File: config.mk
export PLATFORM = sky130hd
export DESIGN_NAME = load_burst_engine
export DESIGN_NICKNAME = d
export VERILOG_FILES = /design/src/rtl/load_burst_engine.sv
export SDC_FILE = /design/constraint.sdc
export NUM_CORES = 1
export LEC_CHECK = 0
export CAP_MARGIN = 20
export CORE_MARGIN = 2
export CORE_UTILIZATION = 48
export CTS_CLUSTER_SIZE = 16
export DETAILED_ROUTE_END_ITERATION = 8
export GPL_TIMING_DRIVEN = 0
export PLACE_DENSITY_LB_ADDON = 0.2
export SLEW_MARGIN = 5
export SYNTH_ARGS = -nofsm -noshare
export SYNTH_HDL_FRONTEND = slang
export SYNTH_SLANG_ARGS = --single-unit
File: constraint.sdc
create_clock -name clk -period 4.3 [get_ports clk]
set_input_delay 0.86 -clock clk [delete_from_list [all_inputs] [get_ports clk]]
set_output_delay 0.86 -clock clk [all_outputs]
set_load 0.01 [all_outputs]
File: src/rtl/load_burst_engine.sv
// load_burst_engine: splits one DRAM->SRAM load command into AXI INCR read bursts, writing good beats to SRAM and retrying failed bursts.
module load_burst_engine #(
    parameter int DATA_W    = 32,
    parameter int DRAM_AW   = 12,
    parameter int SRAM_AW   = 8,
    parameter int ID_W      = 8,
    parameter int LEN_W     = 8,
    parameter int MAX_BURST = 16,
    parameter int MAX_RETRY = 3,
    parameter int RETRY_W   = (MAX_RETRY > 3) ? $clog2(MAX_RETRY + 1) : 2
) (
    input  logic               clk,
    input  logic               rst_n,
    input  logic               cmd_vld,
    output logic               cmd_rdy,
    input  logic [ID_W-1:0]    cmd_id,
    input  logic [DRAM_AW-1:0] cmd_dram_addr,
    input  logic [LEN_W-1:0]   cmd_len,
    input  logic [2:0]         cmd_size,
    input  logic [SRAM_AW-1:0] cmd_sram_addr,
    input  logic [1:0]         cmd_sram_type,
    output logic [ID_W-1:0]    axi_arid,
    output logic [DRAM_AW-1:0] axi_araddr,
    output logic [7:0]         axi_arlen,
    output logic [2:0]         axi_arsize,
    output logic [1:0]         axi_arburst,
    output logic               axi_arvld,
    input  logic               axi_arrdy,
    input  logic [ID_W-1:0]    axi_rid,
    input  logic [DATA_W-1:0]  axi_rdata,
    input  logic [1:0]         axi_rresp,
    input  logic               axi_rlast,
    input  logic               axi_rvld,
    output logic               axi_rrdy,
    output logic               sram_vld,
    output logic               sram_wen,
    output logic [SRAM_AW-1:0] sram_addr,
    output logic [DATA_W-1:0]  sram_din,
    output logic [1:0]         sram_type,
    output logic               ld_done,
    output logic               ld_err,
    output logic               ld_busy,
    output logic [RETRY_W-1:0] retry_cnt
);
    typedef enum logic [2:0] {IDLE, AR, DATA, DONE, ERR} state_t;
    state_t state, state_d;
    logic [ID_W-1:0]    id_q, id_d;
    logic [DRAM_AW-1:0] dram_q, dram_d;
    logic [SRAM_AW-1:0] sram_q, sram_d;
    logic [2:0]         size_q, size_d;
    logic [1:0]         type_q, type_d;
    logic [LEN_W-1:0]   rem_q, rem_d, rem_next;
    logic [7:0]         len_q, len_d;
    logic [8:0]         beat_q, beat_d, beats;
    logic               err_q, err_d, err_now, hit, good;
    logic [RETRY_W-1:0] retry_d;

    // arlen for the next burst: min(remaining, MAX_BURST) - 1
    function automatic logic [7:0] first_len(input logic [LEN_W-1:0] r);
        first_len = 8'((32'(r) > 32'(MAX_BURST)) ? 32'(MAX_BURST) - 32'd1 : 32'(r) - 32'd1);
    endfunction

    assign beats     = {1'b0, len_q} + 9'd1;
    assign rem_next  = rem_q - LEN_W'(beats);
    assign hit       = state == DATA && axi_rvld && axi_rid == id_q;
    assign good      = hit && axi_rresp == 2'b00 && !err_q && beat_q <= {1'b0, len_q};
    assign err_now   = err_q | (hit & !good) | (hit & axi_rlast & (beat_q != {1'b0, len_q}));

    assign cmd_rdy     = state == IDLE;
    assign ld_busy     = !cmd_rdy;
    assign axi_arvld   = state == AR;
    assign axi_rrdy    = state == DATA;
    assign ld_done     = state == DONE;
    assign ld_err      = state == ERR;
    assign axi_arid    = id_q;
    assign axi_araddr  = dram_q;
    assign axi_arlen   = len_q;
    assign axi_arsize  = size_q;
    assign axi_arburst = {1'b0, axi_arvld};
    assign sram_vld    = good;
    assign sram_wen    = good;
    assign sram_addr   = sram_q + SRAM_AW'(beat_q);
    assign sram_din    = good ? axi_rdata : '0;
    assign sram_type   = ld_busy ? type_q : cmd_sram_type;

    always_comb begin
        state_d = state;
        id_d    = id_q;
        dram_d  = dram_q;
        sram_d  = sram_q;
        size_d  = size_q;
        type_d  = type_q;
        rem_d   = rem_q;
        len_d   = len_q;
        beat_d  = beat_q;
        err_d   = err_q;
        retry_d = retry_cnt;
        case (state)
            IDLE: if (cmd_vld) begin
                id_d    = cmd_id;
                dram_d  = cmd_dram_addr;
                sram_d  = cmd_sram_addr;
                size_d  = cmd_size;
                type_d  = cmd_sram_type;
                rem_d   = cmd_len;
                len_d   = first_len(cmd_len);
                retry_d = '0;
                state_d = cmd_len == '0 ? DONE : AR;
            end
            AR: if (axi_arrdy) begin
                beat_d  = '0;
                err_d   = 1'b0;
                state_d = DATA;
            end
            DATA: if (hit) begin
                beat_d = good ? beat_q + 9'd1 : beat_q;
                err_d  = err_now;
                if (axi_rlast && err_now) begin
                    retry_d = 32'(retry_cnt) < 32'(MAX_RETRY) ? retry_cnt + RETRY_W'(1) : retry_cnt;
                    state_d = 32'(retry_cnt) < 32'(MAX_RETRY) ? AR : ERR;
                end else if (axi_rlast) begin
                    rem_d   = rem_next;
                    sram_d  = sram_q + SRAM_AW'(beats);
                    dram_d  = dram_q + DRAM_AW'(32'(beats) << size_q);
                    len_d   = first_len(rem_next);
                    retry_d = '0;
                    state_d = rem_next == '0 ? DONE : AR;
                end
            end
            default: state_d = IDLE;
        endcase
    end

    always_ff @(posedge clk or posedge rst_n) begin
        if (rst_n) begin
            state     <= IDLE;
            id_q      <= '0;
            dram_q    <= '0;
            sram_q    <= '0;
            size_q    <= '0;
            type_q    <= '0;
            rem_q     <= '0;
            len_q     <= '0;
            beat_q    <= '0;
            err_q     <= 1'b0;
            retry_cnt <= '0;
        end else begin
            state     <= state_d;
            id_q      <= id_d;
            dram_q    <= dram_d;
            sram_q    <= sram_d;
            size_q    <= size_d;
            type_q    <= type_d;
            rem_q     <= rem_d;
            len_q     <= len_d;
            beat_q    <= beat_d;
            err_q     <= err_d;
            retry_cnt <= retry_d;
        end
    end
endmodule

; ---- Word level (Yosys, flattened, before mapping)
; Index checks and enable logic that the tools add are counted.
[op_classes]
addsub = 9
magnitude_cmp = 4
n_eq_ne = 14
shift = 1
mux = 46
bitwise = 5
n_reduce_logical = 21
[ops]
columns = cell, count
row1 = $mux W8, 14
row2 = $mux W12, 4
row3 = $pmux W8 S2, 3
row4 = $mux W32, 1
row5 = $mux W9, 3
row6 = $pmux W12 S2, 1
row7 = $mux W3, 6
row8 = $pmux W9 S2, 1
row9 = $add A8 B8 Y8, 2
row10 = $gt A8 B5 Y1 const B, 2
row11 = $logic_not A8 Y1, 2
row12 = $mux W2, 8
row13 = $sub A8 B1 Y8 const B, 2
row14 = $add A12 B12 Y12, 1
row15 = $shl A9 B3 Y12, 1
row16 = $reduce_and A5 Y1, 2
row17 = $add A8 B1 Y9 const B, 1
row18 = $add A9 B1 Y9 const B, 1
row19 = $le A9 B8 Y1, 1
row20 = $ne A9 B8 Y1, 1
row21 = $pmux W3 S3, 1
row22 = $eq A8 B8 Y1, 1
row23 = $reduce_and A4 Y1, 2
row24 = $sub A8 B8 Y8, 1
row25 = 20 further kinds, 38
[word_totals]
register_bits = 64
input_bits = 89
out_inout_bits = 85
word_cells = 111

; ---- Longest topological paths before layout
[logic_depth]
ltp_word = 14
ltp_mapped = 16
ltp_nobuf = 16

; ---- Least setup slack after synthesis
; OpenSTA, ideal clock, no wires.
[synth_timing]
path_type = reg-to-reg
from = register size_q[0] (netlist: axi_arsize[0])
to = register dram_q[11] (netlist: axi_araddr[11])
setup_time_ns = 0.087
arrival_time_ns = 3.235
required_ns = 4.213
setup_slack_ns = 0.978
stages_incl_launch_ff = 15
n_path_buf = 1
synth_period_minus_slack_ns = 3.322
path_cell_list = dfrtp_1 -> clkbuf_1 -> or4_1 -> a21oi_1 -> nor2_1 -> o211ai_1 -> o21ai_0 -> ha_1 -> a21o_1 -> a21oi_1 -> o21ai_0 -> o31a_1 -> or3_1 -> and2_0 -> o211ai_1
[synth_via]
elab_chain_len = 6
[synth_lines]
columns = item, line
row1 = "start, declared", 50  ; logic [2:0] size_q, size_d;
row2 = "start signal, assigned", 152  ; size_q <= size_d;
row3 = $shl A9 B3 Y12, 124  ; dram_d = dram_q + DRAM_AW'(32'(beats) << size_q);
row4 = $add A12 B12 Y12, 124
row5 = $mux W12, 121  ; end else if (axi_rlast) begin
row6 = $mux W12, 118  ; if (axi_rlast && err_now) begin
row7 = $mux W12, 115  ; DATA: if (hit) begin
row8 = $pmux W12 S2, 98  ; case (state)
row9 = "end signal, assigned", 150  ; dram_q <= dram_d;
row10 = "end, declared", 48  ; logic [DRAM_AW-1:0] dram_q, dram_d;
; No other way between the ends. The select of a mux whose other input is x is not followed.
; A chain may end at the register's enable or synchronous reset.

; ---- Final worst setup path
[layout_timing]
from = register len_q[2] (netlist: axi_arlen[2])
to = output port sram_din[25]
[layout_via]
elab_chain_len = 3
[layout_lines]
columns = item, line
row1 = "start, declared", 53  ; logic [7:0] len_q, len_d;
row2 = "start signal, assigned", 155  ; len_q <= len_d;
row3 = $le A9 B8 Y1, 66  ; assign good = hit && axi_rresp == 2'b00 && !err_q && beat_q <= {1'b0, len_q};
row4 = $logic_and A1 B1 Y1, 66
row5 = $mux W32, 83  ; assign sram_din = good ? axi_rdata : '0;
row6 = "end, declared", 38  ; output logic [DATA_W-1:0] sram_din,
; No other way between the ends.

==> flow_summary.json <==
{
  "run_status": "completed",
  "async_flop_share_pct": 100.0,
  "worst_ir_drop_vdd_v": 0.0007100,
  "critical_path.cell_chain": "inv_1, ha_1, a21o_1, a21o_1, a221o_1, a2111oi_4, o211a_4, clkbuf_4, and2_1, clkdlybuf4s50_1",
  "total_die_area_sq_um": 12730,
  "total_power_mw": 6.818,
  "synth_seq_cells": 64,
  "timing.setup.tns_ps": 0,
  "min_delay_worst_endpoint": "rem_q[6]",
  "worst_path_arrival_time_ps": 3290,
  "flow.area_growth_from_synthesis_pct": 39.21,
  "synth_top_family_by_area": "compound AO/OA/AOI/OAI gates",
  "initialDrtViolationCount": 386,
  "worst-path-max-fanout": 11,
  "wire_per_inst_um": 18.57,
  "fin_skew_ps": 10.31,
  "worstReg2RegEnd": "axi_araddr[11]",
  "detailedPlace.worstSlack_ps": 168.9,
  "min_path_cells": 2,
  "hpwl_mm": 14.65,
  "mappedNetlistArea_sq_um": 5683,
  "grt_pass1_wl_mm": 29.66,
  "hold_start": "rem_q[6]",
  "synth_top_area_share_pct": 28.18,
  "synth-xor-area-share_pct": 7.023,
  "fin_nets": 1001,
  "drt_first_pass_iters": 7,
  "design_area_sq_um": 7911,
  "cts_made_buffers": 9,
  "cts_tree": "built",
  "clkTransAtPathRegs_ps": 50,
  "area_contributors_post_synth": "sky130_fd_sc_hd__dfrtp_1 28%, sky130_fd_sc_hd__ha_1 10%, sky130_fd_sc_hd__xnor2_1 5.2%",
  "cts.sink_count": 64,
  "die_height_um": 112.8,
  "worst_hold_path_type": "register to register",
  "crit_path_end_kind": "output pin",
  "clock_path_buffers": 2,
  "final_setup_vio_count": 0,
  "cp_top_delay_family": "compound AO/OA/AOI/OAI gates",
  "dr_total_vias": 5832,
  "path_buf_inv": 3,
  "finalCoreUtilization_pct": 68.99,
  "synth-adder-area-share_pct": 11.76,
  "num_rows": 39,
  "reg2reg_slack_ps": 270,
  "count_of_inserted_antenna_diode_cells": 0,
  "holdBufCountCts": 0,
  "wirelength_mm": 18.74,
  "largest_net_degree_at_the_start_of_global_routing": 65,
  "least_setup_slack_across_all_paths_after_layout_ps": 146.7,
  "viasPerCell": 5.780,
  "final_period_minus_worst_setup_slack_ps": 4153,
  "track_usage_pct": 29.41,
  "cts.root.buffer_cell": "sky130_fd_sc_hd__clkbuf_16",
  "critical_path.startpoint_type": "register",
  "power-per-cell-area_nw_per_um2": 861.8,
  "worstSetupPathDepth": 10,
  "compound_cell_area_share_of_the_yosys_netlist_pct": 22.32,
  "num_io_pins": 174,
  "die_w_um": 112.8,
  "number_of_antenna_violations_at_the_first_check_in_global_routing": 0,
  "globalRouteOverflowTotal": 0,
  "synthSimpleGateAreaFrac_pct": 20.06,
  "route.antenna.remaining_nets": 0,
  "crit_path_frequent_cell": "sky130_fd_sc_hd__a21o_1",
  "first_global_vias": 5910,
  "synth_fp_nets": 818,
  "port_buffers": 172,
  "required_time_of_the_worst_setup_path_ps": 3440,
  "seq_area_frac_synth_pct": 28.18,
  "drv.max_cap_violation_count": 0,
  "placedInstanceArea_sq_um": 7586,
  "timing.critical_path.slowest_stage_cell": "sky130_fd_sc_hd__clkdlybuf4s50_1",
  "worst_slew_pin_slew_ps": 901.1,
  "worstSetupPathType": "register to output pin",
  "grt_setup_unrepaired": "false",
  "syn_avg_cell_area_sq_um": 8.382,
  "post-route-period-util_pct": 96.59,
  "clkLatencyLatePin_ps": 350,
  "static-leakage-power_nw": 3.484,
  "timing.max_slew.rel_slack_pct": 39.93,
  "yosys_warnings": 0,
  "initial_core_util_pct": 49.56,
  "fin_hold_viols": 0,
  "yosys.area.top_type": "sky130_fd_sc_hd__dfrtp_1",
  "post_synth_mux_area_share_pct": 5.086,
  "synth-edff-count": 0,
  "timing.reg2reg.worst_path_depth": 15,
  "ys_dominant_reg_cell": "sky130_fd_sc_hd__dfrtp_1",
  "drive_above_1_share_pct": 7.506,
  "final_max_slew_viol_count": 0,
  "post-route-drc-count": 0,
  "fmax_mhz": 240.8,
  "finalHoldWorstSlack_ps": 490.2,
  "netlist_instances": 678,
  "crit_path_max_incr_delay_ps": 550,
  "fill_cells": 922,
  "final-instance-count-excl-fill": 1009,
  "h-tree-depth": 3,
  "place.gp.congestion": 0.9441,
  "regToRegStartpoint": "axi_arlen[0]",
  "dp.cells": 993,
  "yosysUniqueCellTypes": 68,
  "coreArea_sq_um": 11470
}
[cells in the mapped netlist, drive strengths merged, types with 8 or more instances]
library cell  number
nand2             72
dfrtp             64
o21ai             53
a21oi             47
ha                47
inv               46
nor2              42
and2              38
xnor2             34
nor3              17
clkbuf            16
mux2              15
a21o              13
buf               13
o211ai            13
mux2i             12
nand4             10
o21a              10
xor2               9
a211oi             8
nand2b             8
[tightest hold or removal path, stage by stage, from the launching register on]
cell and delay (ps):
sky130_fd_sc_hd__dfrtp_1 350, sky130_fd_sc_hd__nand2_1 50, sky130_fd_sc_hd__o21ai_0 60
[state kept, by name (all words and copies together), names as in the netlist]
register,flops
axi_araddr,12
beat_q,9
axi_arid,8
axi_arlen,8
rem_q,8
sram_q,8
axi_arsize,3
state,3
retry_cnt,2
type_q,2
err_q,1
[metal layers]
| layer | global-route usage (%) | wire [um] | share of wire (%) | vias to the layer above |
|---|---|---|---|---|
| li1 | - | - | - | 2780 |
| met1 | 37.93 | 7815 | 42 | 2744 |
| met2 | 48.10 | 8924 | 48 | 261 |
| met3 | 6.642 | 1396 | 7.4 | 47 |
| met4 | 11.54 | 606 | 3.2 | 0 |
| met5 | 0 | 0 | 0 | - |
[worst max-delay path by stage]
stage / slack (ps) / end / startpoint
CTS: 10 / sram_din[22] / axi_arlen[2]
global placement: 220 / sram_din[19] / axi_rid[2]
floorplan: 980 / axi_araddr[11] / axi_arsize[0]
finish: 150 / sram_din[25] / axi_arlen[2]
global route: 10 / sram_din[4] / axi_arlen[2]
detailed placement: 170 / sram_din[19] / axi_rid[1]
[cell type report]
type / instances / area [sq um] / share of cell area [%]
Multi-Input combinational cell: 539 / 3776 / 47.73
Timing Repair Buffer: 173 / 1729 / 21.86
Sequential cell: 64 / 1605 / 20.29
Clock buffer: 11 / 252.7 / 3.195
Tap cell: 143 / 178.9 / 2.262
Inverter: 46 / 175.2 / 2.214
Buffer: 28 / 138.9 / 1.755
Clock inverter: 5 / 55.05 / 0.6959
[what timing repair did]
item | in CTS | in global routing
endpoints found under the setup margin | 20 | 24
setup buffers | 1 | 0
gates cloned | 0 | 0
gates resized for setup | 4 | 4
[layout by cell type, fill, tap and decap left out, drive strengths merged, types with 6 or more instances in the layout]
cell           instances
nor3                  17
clkbuf                28
buf                   12
o211ai                13
nor2b                  7
and4                   6
a21o                  13
inv                   46
dfrtp                 64
or3                    6
mux2                  15
nand3                  6
mux2i                 12
nor2                  42
nand4                 10
and2                  38
o21ai                 53
nand2                 72
xor2                   9
a211oi                 8
nand2b                 8
o21a                  10
a21oi                 47
ha                    47
xnor2                 34
clkdlybuf4s50        172
[cells by family (layout without fill, tap and decap cells)]
| kind of cell | count (synthesis) | in the layout |
|---|---|---|
| muxes | 27 | 27 |
| DFF | 64 | 64 |
| buffers and inverters | 75 | 263 |
| AOI/OAI and AO/OA | 191 | 191 |
| and+or+nand+nor | 225 | 225 |
| other | 1 | 1 |
| adders and majority gates | 51 | 51 |
| xor gates and xnor gates | 44 | 44 |
[power breakdown]
group          internal (mW)  switching, mW  total [mW]
Combinational           2.18           2.73        4.90
Clock                  0.478          0.285       0.763
Sequential             0.856          0.294        1.15
Note: power is estimated with default switching activity, not from simulation.
